**config.mk**
```make
export PLATFORM = sky130hd
export DESIGN_NAME = rv32m_muldiv_unit_flat
export DESIGN_NICKNAME = d
export VERILOG_FILES = /design/src/rtl/rv32m_muldiv_if.sv /design/src/rtl/rv32m_muldiv_unit.sv /design/src/flat_wrapper.sv
export SDC_FILE = /design/constraint.sdc
export NUM_CORES = 1
export LEC_CHECK = 0
export BUFFER_PORTS_ARGS = -buffer_cell sky130_fd_sc_hd__buf_2
export CORE_MARGIN = 2
export CORE_UTILIZATION = 32
export DETAILED_ROUTE_END_ITERATION = 8
export PLACE_DENSITY = 0.54
export SLEW_MARGIN = 20
export SYNTH_ARGS = -nofsm -noshare
export SYNTH_HDL_FRONTEND = slang
export SYNTH_SLANG_ARGS = --single-unit
```
**constraint.sdc**
```tcl
create_clock -name clk -period 10.25 [get_ports clk]
set_input_delay 1.025 -clock clk [delete_from_list [all_inputs] [get_ports clk]]
set_output_delay 1.025 -clock clk [all_outputs]
set_load 0.02 [all_outputs]
```
**src/rtl/rv32m_muldiv_if.sv**
```systemverilog
// Request/response bundle for rv32m_muldiv_unit: the requester drives the master side,
// the unit implements the slave side.
interface rv32m_muldiv_if #(
  parameter int XLEN    = 32,
  parameter int COUNT_W = 32
);
  logic               ena;
  logic               start;
  logic [2:0]         op;
  logic [XLEN-1:0]    a;
  logic [XLEN-1:0]    b;
  logic               busy;
  logic               done;
  logic [XLEN-1:0]    result;
  logic [COUNT_W-1:0] ops_completed;

  modport master (
    output ena, start, op, a, b,
    input  busy, done, result, ops_completed
  );

  modport slave (
    input  ena, start, op, a, b,
    output busy, done, result, ops_completed
  );
endinterface

```
**src/rtl/rv32m_muldiv_unit.sv**
```systemverilog
// Iterative RV32M multiply/divide unit: radix-2 shift-add multiply and restoring divide on magnitudes.
// Define RV32M_MULDIV_FAST_SPECIAL_EN to finish trivial cases (x/0, overflow, zero multiply) in one cycle.
module rv32m_muldiv_unit #(
  parameter int XLEN    = 32,
  parameter int COUNT_W = 32
) (
  input  logic          clk,
  input  logic          rst,
  rv32m_muldiv_if.slave bus
);
  localparam int CNT_W = $clog2(XLEN);
  localparam logic [CNT_W-1:0] LAST_STEP = CNT_W'(XLEN - 1);

  typedef enum logic [1:0] {S_IDLE, S_CALC, S_DONE} state_t;

  state_t             state_reg, state_next;
  logic [2:0]         op_reg, op_next;
  logic               neg_reg, neg_next;
  logic [CNT_W-1:0]   cnt_reg, cnt_next;
  logic [XLEN-1:0]    hi_reg, hi_next;
  logic [XLEN-1:0]    lo_reg, lo_next;
  logic [XLEN-1:0]    dsr_reg, dsr_next;
  logic [XLEN-1:0]    result_reg, result_next;
  logic [COUNT_W-1:0] count_reg, count_next;

  // Request decode: operand signedness, magnitudes and the final sign fix-up.
  logic            a_signed, b_signed, a_neg, b_neg, req_neg;
  logic [XLEN-1:0] a_mag, b_mag;

  assign a_signed = (bus.op == 3'd1) || (bus.op == 3'd2) || (bus.op == 3'd4) || (bus.op == 3'd6);
  assign b_signed = (bus.op == 3'd1) || (bus.op == 3'd4) || (bus.op == 3'd6);
  assign a_neg    = a_signed && bus.a[XLEN-1];
  assign b_neg    = b_signed && bus.b[XLEN-1];
  assign a_mag    = a_neg ? -bus.a : bus.a;
  assign b_mag    = b_neg ? -bus.b : bus.b;
  // A zero divisor must leave the all-ones quotient unsigned; remainder follows the dividend.
  assign req_neg  = bus.op[2] ? (bus.op[1] ? a_neg : ((bus.b != '0) && (a_neg ^ b_neg)))
                              : (a_neg ^ b_neg);

  // One radix-2 step; hi/lo hold {product} for multiply and {remainder, quotient} for divide.
  logic [XLEN:0]     mul_sum, rem_sh;
  logic              div_ge;
  logic [XLEN-1:0]   div_diff, step_hi, step_lo, calc_result;
  logic [2*XLEN-1:0] prod_fix;

  assign mul_sum  = {1'b0, hi_reg} + (lo_reg[0] ? {1'b0, dsr_reg} : {(XLEN+1){1'b0}});
  assign rem_sh   = {hi_reg, lo_reg[XLEN-1]};
  assign div_ge   = rem_sh >= {1'b0, dsr_reg};
  assign div_diff = rem_sh[XLEN-1:0] - dsr_reg;
  assign step_hi  = op_reg[2] ? (div_ge ? div_diff : rem_sh[XLEN-1:0]) : mul_sum[XLEN:1];
  assign step_lo  = op_reg[2] ? {lo_reg[XLEN-2:0], div_ge} : {mul_sum[0], lo_reg[XLEN-1:1]};
  assign prod_fix = neg_reg ? -{step_hi, step_lo} : {step_hi, step_lo};

  always_comb begin
    calc_result = '0;
    case (op_reg)
      3'd0:                calc_result = prod_fix[XLEN-1:0];
      3'd1, 3'd2, 3'd3:    calc_result = prod_fix[2*XLEN-1:XLEN];
      3'd4, 3'd5:          calc_result = neg_reg ? -step_lo : step_lo;
      default:             calc_result = neg_reg ? -step_hi : step_hi;
    endcase
  end

`ifdef RV32M_MULDIV_FAST_SPECIAL_EN
  logic            req_ovf, req_special;
  logic [XLEN-1:0] fast_result;

  assign req_ovf     = b_signed && bus.op[2] && (bus.a == {1'b1, {(XLEN-1){1'b0}}}) && (&bus.b);
  assign req_special = bus.op[2] ? ((bus.b == '0) || req_ovf) : ((bus.a == '0) || (bus.b == '0));
  assign fast_result = !bus.op[2]      ? '0 :
                       (bus.b == '0)   ? (bus.op[1] ? bus.a : '1) :
                                         (bus.op[1] ? '0 : bus.a);
`endif

  always_comb begin
    state_next  = state_reg;
    op_next     = op_reg;
    neg_next    = neg_reg;
    cnt_next    = cnt_reg;
    hi_next     = hi_reg;
    lo_next     = lo_reg;
    dsr_next    = dsr_reg;
    result_next = result_reg;
    count_next  = count_reg;
    case (state_reg)
      S_IDLE: begin
        if (bus.start) begin
          op_next    = bus.op;
          neg_next   = req_neg;
          cnt_next   = '0;
          hi_next    = '0;
          lo_next    = bus.op[2] ? a_mag : b_mag;
          dsr_next   = bus.op[2] ? b_mag : a_mag;
          state_next = S_CALC;
`ifdef RV32M_MULDIV_FAST_SPECIAL_EN
          if (req_special) begin
            state_next  = S_DONE;
            result_next = fast_result;
            count_next  = count_reg + 1'b1;
          end
`endif
        end
      end
      S_CALC: begin
        hi_next  = step_hi;
        lo_next  = step_lo;
        cnt_next = cnt_reg + 1'b1;
        if (cnt_reg == LAST_STEP) begin
          state_next  = S_DONE;
          result_next = calc_result;
          count_next  = count_reg + 1'b1;
        end
      end
      S_DONE:  state_next = S_IDLE;
      default: state_next = S_IDLE;
    endcase
  end

  always_ff @(posedge clk) begin
    if (!rst) begin
      state_reg  <= S_IDLE;
      op_reg     <= '0;
      neg_reg    <= 1'b0;
      cnt_reg    <= '0;
      hi_reg     <= '0;
      lo_reg     <= '0;
      dsr_reg    <= '0;
      result_reg <= '0;
      count_reg  <= '0;
    end else if (bus.ena) begin
      state_reg  <= state_next;
      op_reg     <= op_next;
      neg_reg    <= neg_next;
      cnt_reg    <= cnt_next;
      hi_reg     <= hi_next;
      lo_reg     <= lo_next;
      dsr_reg    <= dsr_next;
      result_reg <= result_next;
      count_reg  <= count_next;
    end
  end

  assign bus.busy          = (state_reg == S_CALC);
  assign bus.done          = (state_reg == S_DONE);
  assign bus.result        = result_reg;
  assign bus.ops_completed = count_reg;
endmodule

```
**src/flat_wrapper.sv**
```systemverilog
// flat-port wrapper written by rule: the top's interface ports become plain ports
module rv32m_muldiv_unit_flat 
#(
  parameter int XLEN    = 32,
  parameter int COUNT_W = 32
)
  (clk, rst, bus_ena, bus_start, bus_op, bus_a, bus_b, bus_busy, bus_done, bus_result, bus_ops_completed);
  rv32m_muldiv_if #(.XLEN(XLEN), .COUNT_W(COUNT_W)) bus_i ();
  input  logic clk;
  input  logic rst;
  input wire logic [$bits(bus_i.ena)-1:0] bus_ena;
  input wire logic [$bits(bus_i.start)-1:0] bus_start;
  input wire logic [$bits(bus_i.op)-1:0] bus_op;
  input wire logic [$bits(bus_i.a)-1:0] bus_a;
  input wire logic [$bits(bus_i.b)-1:0] bus_b;
  output wire logic [$bits(bus_i.busy)-1:0] bus_busy;
  output wire logic [$bits(bus_i.done)-1:0] bus_done;
  output wire logic [$bits(bus_i.result)-1:0] bus_result;
  output wire logic [$bits(bus_i.ops_completed)-1:0] bus_ops_completed;
  assign bus_i.ena = bus_ena;
  assign bus_i.start = bus_start;
  assign bus_i.op = bus_op;
  assign bus_i.a = bus_a;
  assign bus_i.b = bus_b;
  assign bus_busy = bus_i.busy;
  assign bus_done = bus_i.done;
  assign bus_result = bus_i.result;
  assign bus_ops_completed = bus_i.ops_completed;
  rv32m_muldiv_unit #(.XLEN(XLEN), .COUNT_W(COUNT_W)) u_core (.clk(clk), .rst(rst), .bus(bus_i));
endmodule
```
==> impl_metrics.tcl, run 1 <==
set metrics [dict create \
    status "finished clean" \
    synth-seq-cells 171 \
    routedWlPerCell_um 22.0 \
    p_per_area_mw_per_mm2 119 \
    reg2regPathDepth 21 \
    rsz0062_at_grt "no" \
    postCtsSetupRepairBufs 0 \
    slew-limit-headroom_pct 23.6 \
    cp.required_ps 10680 \
    grt_pass1_vias 16000 \
    cp-end-kind "flop" \
    ios 137 \
    preCtsSetupSlack_ps 3810 \
    synth-seq-area-share_pct 21.3 \
    max_slew.worst_pin.slew_ps 1140 \
    crit_type "reg -> reg" \
    drive_above_1_share_pct 11.3 \
    ant_nets 0 \
    drc 0 \
    worstPathArrival_ps 7100 \
    leakage_nw 7.06 \
    clock_path_buffers 2 \
    dpl_cell_area_mm2 0.0172 \
    drv_slew 0 \
    numCtsBuffers 17 \
    grt_pass1_wl_um 99200 \
    hold_viol_final 0 \
    clk_latency_ps 510 \
    r2r-end "u_core.bus.result[6]" \
    core-area_mm2 0.0500 \
    reg2reg_from "u_core.dsr_reg[12]" \
    routed_via_density 5.85 \
    design_area_mm2 0.0178 \
    clock-sinks 171 \
    htreeDepth 4 \
    row_count 82 \
    fin_crit_ps 6670 \
    portBuffers 136 \
    grt-ovfl-total 0 \
    yosysWarnings 0 \
    dieArea_mm2 0.0521 \
    hold_buffers 0 \
    async_reset_ff_share_pct 0 \
    hp-class "reg -> reg" \
    gp_congestion 0.947 \
    startpoint_type "flop" \
    dr.first_iter.drc_count 1707 \
    syn_area_mm2 0.0161 \
    clockRootBuffer "clkbuf_16" \
    route.vias.total 17400 \
    r2r_slack_ps 3580 \
    min_delay_path_depth 2 \
    setup_viol 0 \
    grt_max_degree 113 \
    yosysUniqueCellTypes 91 \
    syn2layout_area_growth_pct 10.7 \
    cap_violations 0 \
    synth_cells 2252 \
    synth-edff-count 0 \
    fmax_mhz 150 \
    layout.nets 2431 \
    dieWidth_um 228 \
    fillers 5364 \
    timing.final.crit_share_pct 65.1 \
    syn-num-nets 2396 \
    avgSynthCellArea_um2 7.15 \
    ir_worst_vdd_uv 126 \
    fin_skew_ps 19.6 \
    first_pass_iters 6 \
    antenna_found_initial 2 \
    dp_hpwl_um 50300 \
    min_from "u_core.dsr_reg[15]" \
    crit_fanout 16 \
    clk_pin_slew_ps 80 \
    whs_endpoint "u_core.dsr_reg[15]" \
    floorplan.initialDensity_pct 32.2 \
    track_usage_pct 24.6 \
    ctsResizeCount 0 \
    routed_wl_um 65300 \
    cts_tree "built" \
    dieHeight_um 228 \
    fin_ws_ps 3580 \
    final.setup.tns_ps 0 \
    synthFlopType "dfxtp_1" \
    finish.utilization_pct 35.7 \
]
==> layer usage <==
layer / vias up / GRT usage [%] / routed length [µm]
li1: 8286 / - / -
met1: 8355 / 33.3 / 29600
met2: 643 / 38.4 / 29000
met3: 98 / 4.34 / 4290
met4: 2 / 10.2 / 2450
met5: - / 0 / 14
==> worst max-delay path, cell delays in order, from the launching register on <==
cell and delay, ps:
dfxtp_1 350, inv_1 50, ha_1 420, a21oi_1 370
o21ai_0 280, nor2_1 230, and3_1 470, o21ai_4 250
a21o_1 300, inv_1 170, ha_1 190, o21ai_0 110
nor2_1 240, nand2_1 230, or4_1 650, or3_1 590
and2_1 330, or4_1 460, a22o_1 220, a221oi_1 450
mux2i_1 150, nor2_1 110
==> logic make-up after synthesis <==
group,synth area share [%]
AOI/OAI and AO/OA,29.7
xor gates and xnor gates,10.7
adders and majority gates,5.76
buffers and inverters,5.28
DFF,21.3
muxes,2.91
and+or+nand+nor,24.5
==> layout make-up <==
type,count,area (µm²),share of cell area (%)
sequential,171,3430,19.2
antenna,1,2.50,0.0140
tap,672,841,4.71
clock buffer,17,425,2.39
timing repair buffer,160,863,4.84
clock inverter,15,173,0.968
multi-input combinational,1870,11800,66.4
inverter,67,254,1.42
==> cell usage after synthesis (all sizes together) (8+ instances only) <==
cell type / instances / area (µm²)
a31oi: 23 / 159
o41ai: 17 / 149
xor2: 102 / 893
a21boi: 8 / 60.1
o211ai: 41 / 322
ha: 71 / 888
a221oi: 29 / 260
a311oi: 12 / 118
xnor2: 94 / 823
nand4: 29 / 181
o221ai: 8 / 70.1
mux2i: 22 / 220
nand2b: 14 / 87.6
clkbuf: 109 / 409
nand2: 235 / 890
and2: 45 / 282
a22oi: 21 / 158
mux2: 22 / 248
a211oi: 56 / 425
nor3: 70 / 355
or2: 13 / 81.3
a21oi: 210 / 1060
o21ai: 145 / 748
nand3: 40 / 200
nor4: 12 / 75.1
o22ai: 13 / 81.3
dfxtp: 171 / 3420
o21a: 16 / 120
or3: 25 / 156
and3: 20 / 125
buf: 35 / 190
or4: 19 / 143
inv: 65 / 244
nor2: 271 / 1020
a21o: 28 / 210
o31ai: 26 / 195
nor2b: 17 / 106
==> power by group <==
group | switching, mW | total (mW) | internal, mW
combinational | 0.495 | 0.732 | 0.237
clock | 0.345 | 0.672 | 0.327
sequential | 0.0295 | 0.715 | 0.686
total | 0.870 | 2.12 | 1.25
==> layout by cell type (no fill, tap or decap), types with 25 or more instances in the layout <==
cell / synthesis / routed
a21oi_1: 207 / 207
inv_1: 64 / 64
nor3_1: 69 / 69
and2_1: 43 / 43
nor2_1: 270 / 270
ha_1: 71 / 71
o21ai_0: 139 / 138
o211ai_1: 40 / 40
or3_1: 25 / 25
buf_4: 4 / 25
a211oi_1: 55 / 55
xnor2_1: 94 / 94
nand4_1: 29 / 29
a21o_1: 28 / 28
nand2_1: 234 / 234
dfxtp_1: 171 / 169
o31ai_1: 26 / 26
a221oi_1: 28 / 28
xor2_1: 102 / 102
buf_2: 17 / 135
nand3_1: 40 / 39
==> through the flow <==
step | total power [mW] | hold slack [ps] | std cells
finish | 2.12 | 469 | 2973
global route | 2.22 | 476 | 2972
CTS | 2.12 | 466 | 2972
detailed placement | 1.44 | 456 | 2940
global placement | 1.44 | 449 | 2940
floorplan | 1.22 | 440 | 2252
==> how the worst max path moves through the flow <==
stage | from | to | slack [ps] | cells after the start
2_1_floorplan | u_core.dsr_reg[12] | u_core.bus.result[6] | 5070 | 26
6_report | u_core.dsr_reg[12] | u_core.bus.result[6] | 3580 | 21
3_5_place_dp | u_core.dsr_reg[26] | u_core.bus.result[6] | 3810 | 21
3_3_place_gp | u_core.dsr_reg[12] | u_core.bus.result[6] | 3850 | 21
4_1_cts | u_core.dsr_reg[26] | u_core.bus.result[6] | 3760 | 21
5_1_grt | u_core.dsr_reg[12] | u_core.bus.result[6] | 3370 | 21
Note: power is estimated with default switching activity, not from simulation.
==> run 2: changes to the inputs <==
Settings changed: ABC_AREA set to 1, PLACE_DENSITY 0.54 to 0.56.
Clock period 10.25 ns to 6 ns, I/O delays scaled along.
==> run 2 against run 1 <==
  * Sequential power is 69% higher
  * Wire length is 17% higher
  * Clock power is 76% higher
  * Final cell count is 35% higher
  * Global-route usage is 1.1 points higher
  * First-iteration DRC count is 25% higher
  * Via count is 19% higher
  * Hold slack worse by 70 ps
  * Setup slack worse by 2300 ps
  * Critical path depth is 8 higher
  * Clock-buffer cell count is 1 higher
  * Largest power group unchanged
  * Highest routed layer is now met4
==> impl_metrics.tcl, run 2 <==
set metrics [dict create \
    status "finished clean" \
    yosys.area_share.simple_pct 40.8 \
    grtUsageMet1_pct 35.3 \
    floorplan.initialDensity_pct 32.3 \
    worst_path_largest_cell_delay_ps 440 \
    synth_top_family_by_area "simple AND/OR/NAND/NOR gates" \
    max_slew.worst_pin.slew_ps 1020 \
    synth-seq-area-share_pct 18.8 \
    startpoint_type "flop" \
    dp_hpwl_um 61000 \
    track_usage_pct 25.7 \
    grtUsageMet3_pct 3.02 \
    synthTopCellsByArea "dfxtp_1, nand2_1, inv_1" \
    gp_congestion 0.988 \
    syn-num-nets 3314 \
    fin_crit_ps 4740 \
    avgSynthCellArea_um2 5.73 \
    worstPathArrival_ps 5140 \
    rsz0062_at_grt "no" \
    n_antenna_cell 0 \
    grt_max_degree 79 \
    synth_top_area_share_pct 18.8 \
    grt-ovfl-total 0 \
    cp-end-kind "flop" \
    postCtsSetupRepairBufs 0 \
    layout.nets 3401 \
    synth_cells 3170 \
    synth_compound_area_share_pct 18.0 \
    htreeDepth 4 \
    async_reset_ff_share_pct 0 \
    routedWlPerCell_um 18.9 \
    clk_latency_ps 480 \
    dieWidth_um 242 \
    ir_worst_vdd_uv 201 \
    synth_xor_area_share_pct 4.53 \
    p_per_area_mw_per_mm2 203 \
    ctsResizeCount 0 \
    synthFlopType "dfxtp_1" \
    clockPowerShare_pct 28.8 \
    synth-edff-count 0 \
    antenna_found_initial 0 \
    drive_above_1_share_pct 10.9 \
    yosysWarnings 0 \
    final_common_cell "nand2_1" \
    syn2layout_area_growth_pct 11.1 \
    synth-seq-cells 171 \
    fmax_mhz 211 \
    yosysUniqueCellTypes 59 \
    mostFrequentLayoutCells "nand2_1, inv_1, nor2_1, a21oi_1, nand3_1" \
    hold_ws_ps 399 \
    cp.required_ps 6390 \
    critPathSlowestCell "dfxtp_1" \
    setup_viol 0 \
    clock_path_buffers 2 \
    core-area_mm2 0.0563 \
    ios 137 \
    fin_skew_ps 15.5 \
    first_pass_iters 6 \
    clock-sinks 171 \
    busiest_layer "met2" \
    cts_tree "built" \
    cap_violations 0 \
    routed_wl_um 76200 \
    power_frac_comb_pct 41.7 \
    dieArea_mm2 0.0587 \
    switchingPower_mw 1.84 \
    leakage_nw 10.2 \
    p_int_mw 2.26 \
    drc 0 \
    p_sw_share_pct 44.8 \
    crit_type "reg -> reg" \
    route.vias.total 20700 \
    muxShareOfSynthArea_pct 0 \
    grt_pass1_wl_um 116000 \
    routed_via_density 5.15 \
    syn_area_mm2 0.0182 \
    critPathMostFrequentCell "nand2_1" \
    hp-class "in -> reg" \
    numCtsBuffers 17 \
    dieHeight_um 242 \
    grt_pass1_vias 19300 \
    gr-usage-met2_pct 40.5 \
    ant_nets 0 \
    hold_buffers 0 \
    synthTopCellsByCount "nand2_1, inv_1, nor2_1" \
    yosys.area.top_type "dfxtp_1" \
    row_count 87 \
    slew-limit-headroom_pct 31.6 \
    timing.final.crit_share_pct 79.0 \
    pwr-share-seq_pct 29.6 \
    yosysMostFrequentCell "nand2_1" \
    clockRootBuffer "clkbuf_16" \
    drv_slew 0 \
    dr.first_iter.drc_count 2126 \
    hold_viol_final 0 \
    synthAdderAreaFrac_pct 5.11 \
    final.setup.tns_ps 0 \
    crit_fanout 29 \
    portBuffers 136 \
    clk_pin_slew_ps 80 \
]
[run 2: critical path: cells and delay by family, from the launching register on]
kind | cells | cell delay (ps)
AND/OR/NAND/NOR | 17 | 2260
AO/OA/AOI/OAI | 6 | 880
flip-flops | 1 | 440
adder cells (fa/ha/maj) | 2 | 560
buffers and inverters | 4 | 530
[run 2: cell families after synthesis]
| kind of cell | Yosys count |
|---|---|
| xor+xnor | 94 |
| buf+inv | 582 |
| simple gates | 1674 |
| compound gates | 576 |
| flops | 171 |
| fa+ha+maj | 73 |
[run 2: power groups by stage]
stage / Clock, mW / Sequential [mW] / Combinational, mW
4_1_cts: 1.20 / 1.21 / 1.67
2_1_floorplan: 0 / 1.22 / 1.18
3_3_place_gp: 0 / 1.24 / 1.67
3_5_place_dp: 0 / 1.24 / 1.66
6_report: 1.18 / 1.21 / 1.71
5_1_grt: 1.25 / 1.22 / 1.87
[run 2: final timing paths]
path / startpoint / to / slack, ps / depth (start not counted)
worst max-delay path: u_core.dsr_reg[16] / u_core.bus.result[8] / 1260 / 29
worst min-delay path: bus_a[31] / u_core.neg_reg / 400 / 3
worst max register to register: u_core.dsr_reg[16] / u_core.bus.result[8] / 1260 / 29
worst min register to register: u_core.bus.result[25] / u_core.bus.result[25] / 460 / 2
[run 2: layer usage]
metal | vias to the layer above | wire length, µm
met5 | - | 0
met2 | 772 | 33200
met1 | 9467 | 35100
met3 | 108 | 4740
li1 | 10400 | -
met4 | 0 | 3150
[run 2: final cells by class]
class,count,area [µm²]
Clock buffer,18,429
Clock inverter,14,163
Fill cell,6373,36100
Inverter,474,1780
Multi-Input combinational cell,2417,12400
Sequential cell,171,3430
Tap cell,756,946
Timing Repair Buffer,176,981
[run 2: stage by stage]
stage | setup WS [ps] | instances | instance area (µm²) | util, % | power (mW)
floorplan | 2490 | 3170 | 18200 | - | 2.40
global placement | 1410 | 3994 | 19600 | 34.8 | 2.91
detailed placement | 1320 | 3994 | 19600 | 34.8 | 2.90
CTS | 1320 | 4026 | 20200 | 35.9 | 4.08
global route | 796 | 4026 | 20200 | 35.9 | 4.33
finish | 1260 | 4026 | 20200 | 35.9 | 4.10
==> run 3: changes to the inputs <==
Settings changed: ABC_AREA 1 to 0, PLACE_DENSITY 0.56 to 0.54.
Clock period 6 ns to 4.7 ns, I/O delays scaled along.
==> run 3 against run 2 <==
  * Setup slack lost 1100 ps
  * Critical endpoint is now u_core.bus.result[6]
  * Combinational power up 22%
  * Cell area increased by 3.1%
  * Critical path type unchanged
  * Global-route usage shrank 0.11 points
==> impl_metrics.tcl, run 3 (synthesized netlist as in run 1, its figures left out) <==
set metrics [dict create \
    clockRootBuffer "clkbuf_16" \
    clk_pin_slew_ps 80 \
    dr.first_iter.drc_count 1909 \
    critPathSlowestCell "or4_4" \
    grt-ovfl-total 0 \
    layout.nets 2714 \
    ir_worst_vdd_uv 244 \
    rsz0062_at_grt "yes" \
    clockPowerShare_pct 29.6 \
    drive_above_1_share_pct 25.8 \
    worst_path_largest_cell_delay_ps 540 \
    gp_congestion 0.990 \
    p_per_area_mw_per_mm2 248 \
    route.vias.total 18600 \
    ios 137 \
    leakage_nw 8.61 \
    first_pass_iters 6 \
    dpl_cell_area_mm2 0.0194 \
    grt_pass1_vias 17400 \
    pwr-share-seq_pct 30.0 \
    dp_hpwl_um 54600 \
    finish.utilization_pct 41.7 \
    fmax_mhz 219 \
    htreeDepth 4 \
    portBuffers 136 \
    startpoint_type "flop" \
    p_sw_share_pct 40.5 \
    routedWlPerCell_um 21.1 \
    timing.final.crit_share_pct 97.4 \
    cp-end-kind "flop" \
    floorplan.initialDensity_pct 32.2 \
    grt_max_degree 120 \
    power_frac_comb_pct 40.4 \
    p_int_mw 3.07 \
    status "finished clean" \
    grt_pass1_wl_um 103000 \
    fin_crit_ps 4580 \
    clock-sinks 171 \
    dieWidth_um 228 \
    routed_via_density 5.71 \
    mostFrequentLayoutCells "buf_4, nor2_1, nand2_1, a21oi_1, dfxtp_1" \
    cap_violations 0 \
    worstPathArrival_ps 5000 \
    core-area_mm2 0.0500 \
    design_area_mm2 0.0208 \
    switchingPower_mw 2.09 \
    max_slew.worst_pin.slew_ps 1200 \
    crit_type "reg -> reg" \
    dieHeight_um 228 \
    final_common_cell "buf_4" \
    instances_no_fill 3255 \
    ant_nets 0 \
    hold_viol_final 0 \
    antenna_found_initial 1 \
    cts_tree "built" \
    drc 0 \
    place_inst 3205 \
    dieArea_mm2 0.0521 \
    drv_slew 0 \
    preCtsSetupSlack_ps -140 \
    routed_wl_um 68600 \
    crit_chain "ha_4, nand4_1, nor4_2, buf_4, nand3_2, and4_4, o21ai_4, a21o_1, inv_2, ha_4, o21ai_4, nor2_4, nand2_2, or4_4, or3_4, and2_4, or4_4, a22o_1, a221oi_2, mux2i_1, nor2_1" \
    setup_viol 0 \
    clk_latency_ps 500 \
    fin_skew_ps 16.7 \
    slew-limit-headroom_pct 19.1 \
    hp-class "in -> reg" \
    crit_family "simple AND/OR/NAND/NOR gates" \
    numCtsBuffers 17 \
    fin_ws_ps 124 \
    cp.required_ps 5120 \
    row_count 82 \
    clock_path_buffers 2 \
    n_antenna_cell 0 \
    worst-path-buf-inv 2 \
    syn2layout_area_growth_pct 29.2 \
    track_usage_pct 25.6 \
    crit_fanout 5 \
]
-- run 3: per-stage QoR --
stage	hold slack [ps]	power (mW)	setup TNS, ps
5_1_grt	244	5.39	-127
4_1_cts	218	5.03	0
3_3_place_gp	444	3.46	-600
6_report	248	5.15	0
3_5_place_dp	452	3.48	-531
2_1_floorplan	440	2.69	-730
-- run 3: timing repair --
item / CTS / global route
setup endpoints to repair: 11 / 19
gates resized for setup: 13 / 115
setup buffers: 3 / 15
pin swaps: 4 / 35
hold buffers: 0 / 0
cloned: 0 / 0
-- run 3: worst min-delay path: stages --
cell     delay (ps)
buf_2           130
nand2_1          60
a21oi_1          50
-- run 3: metal layers --
metal	wire (µm)	vias up	share of wire (%)	global-route usage, %
li1	-	8851	-	-
met1	30500	8879	44	34.3
met2	31400	726	46	41.6
met3	4180	120	6.1	3.39
met4	2520	0	3.7	9.95
met5	0	-	0	0
-- run 3: path summary, 6_finish.rpt --
kind                    startpoint               endpoint  slack [ps]  depth (start not counted)
min                      bus_op[0]       u_core.op_reg[0]         250                          3
min reg2reg  u_core.bus.result[18]  u_core.bus.result[18]         460                          2
max reg2reg       u_core.hi_reg[9]   u_core.bus.result[6]         120                         21
max               u_core.hi_reg[9]   u_core.bus.result[6]         120                         21
-- run 3: final cells by class --
type	instances	area [µm²]
clock buffers	17	425
clock inverters	15	206
fillers	5235	29200
inverters	67	254
multi-input cells	1870	12600
flip-flops and latches	171	3460
well taps	672	841
repair buffers	443	3040
-- run 3: power by group through the flow --
stage / registers [mW] / logic [mW] / clock network (mW)
6_report: 1.55 / 2.08 / 1.52
5_1_grt: 1.55 / 2.22 / 1.61
4_1_cts: 1.54 / 1.93 / 1.56
3_5_place_dp: 1.58 / 1.90 / 0
3_3_place_gp: 1.58 / 1.89 / 0
2_1_floorplan: 1.56 / 1.12 / 0
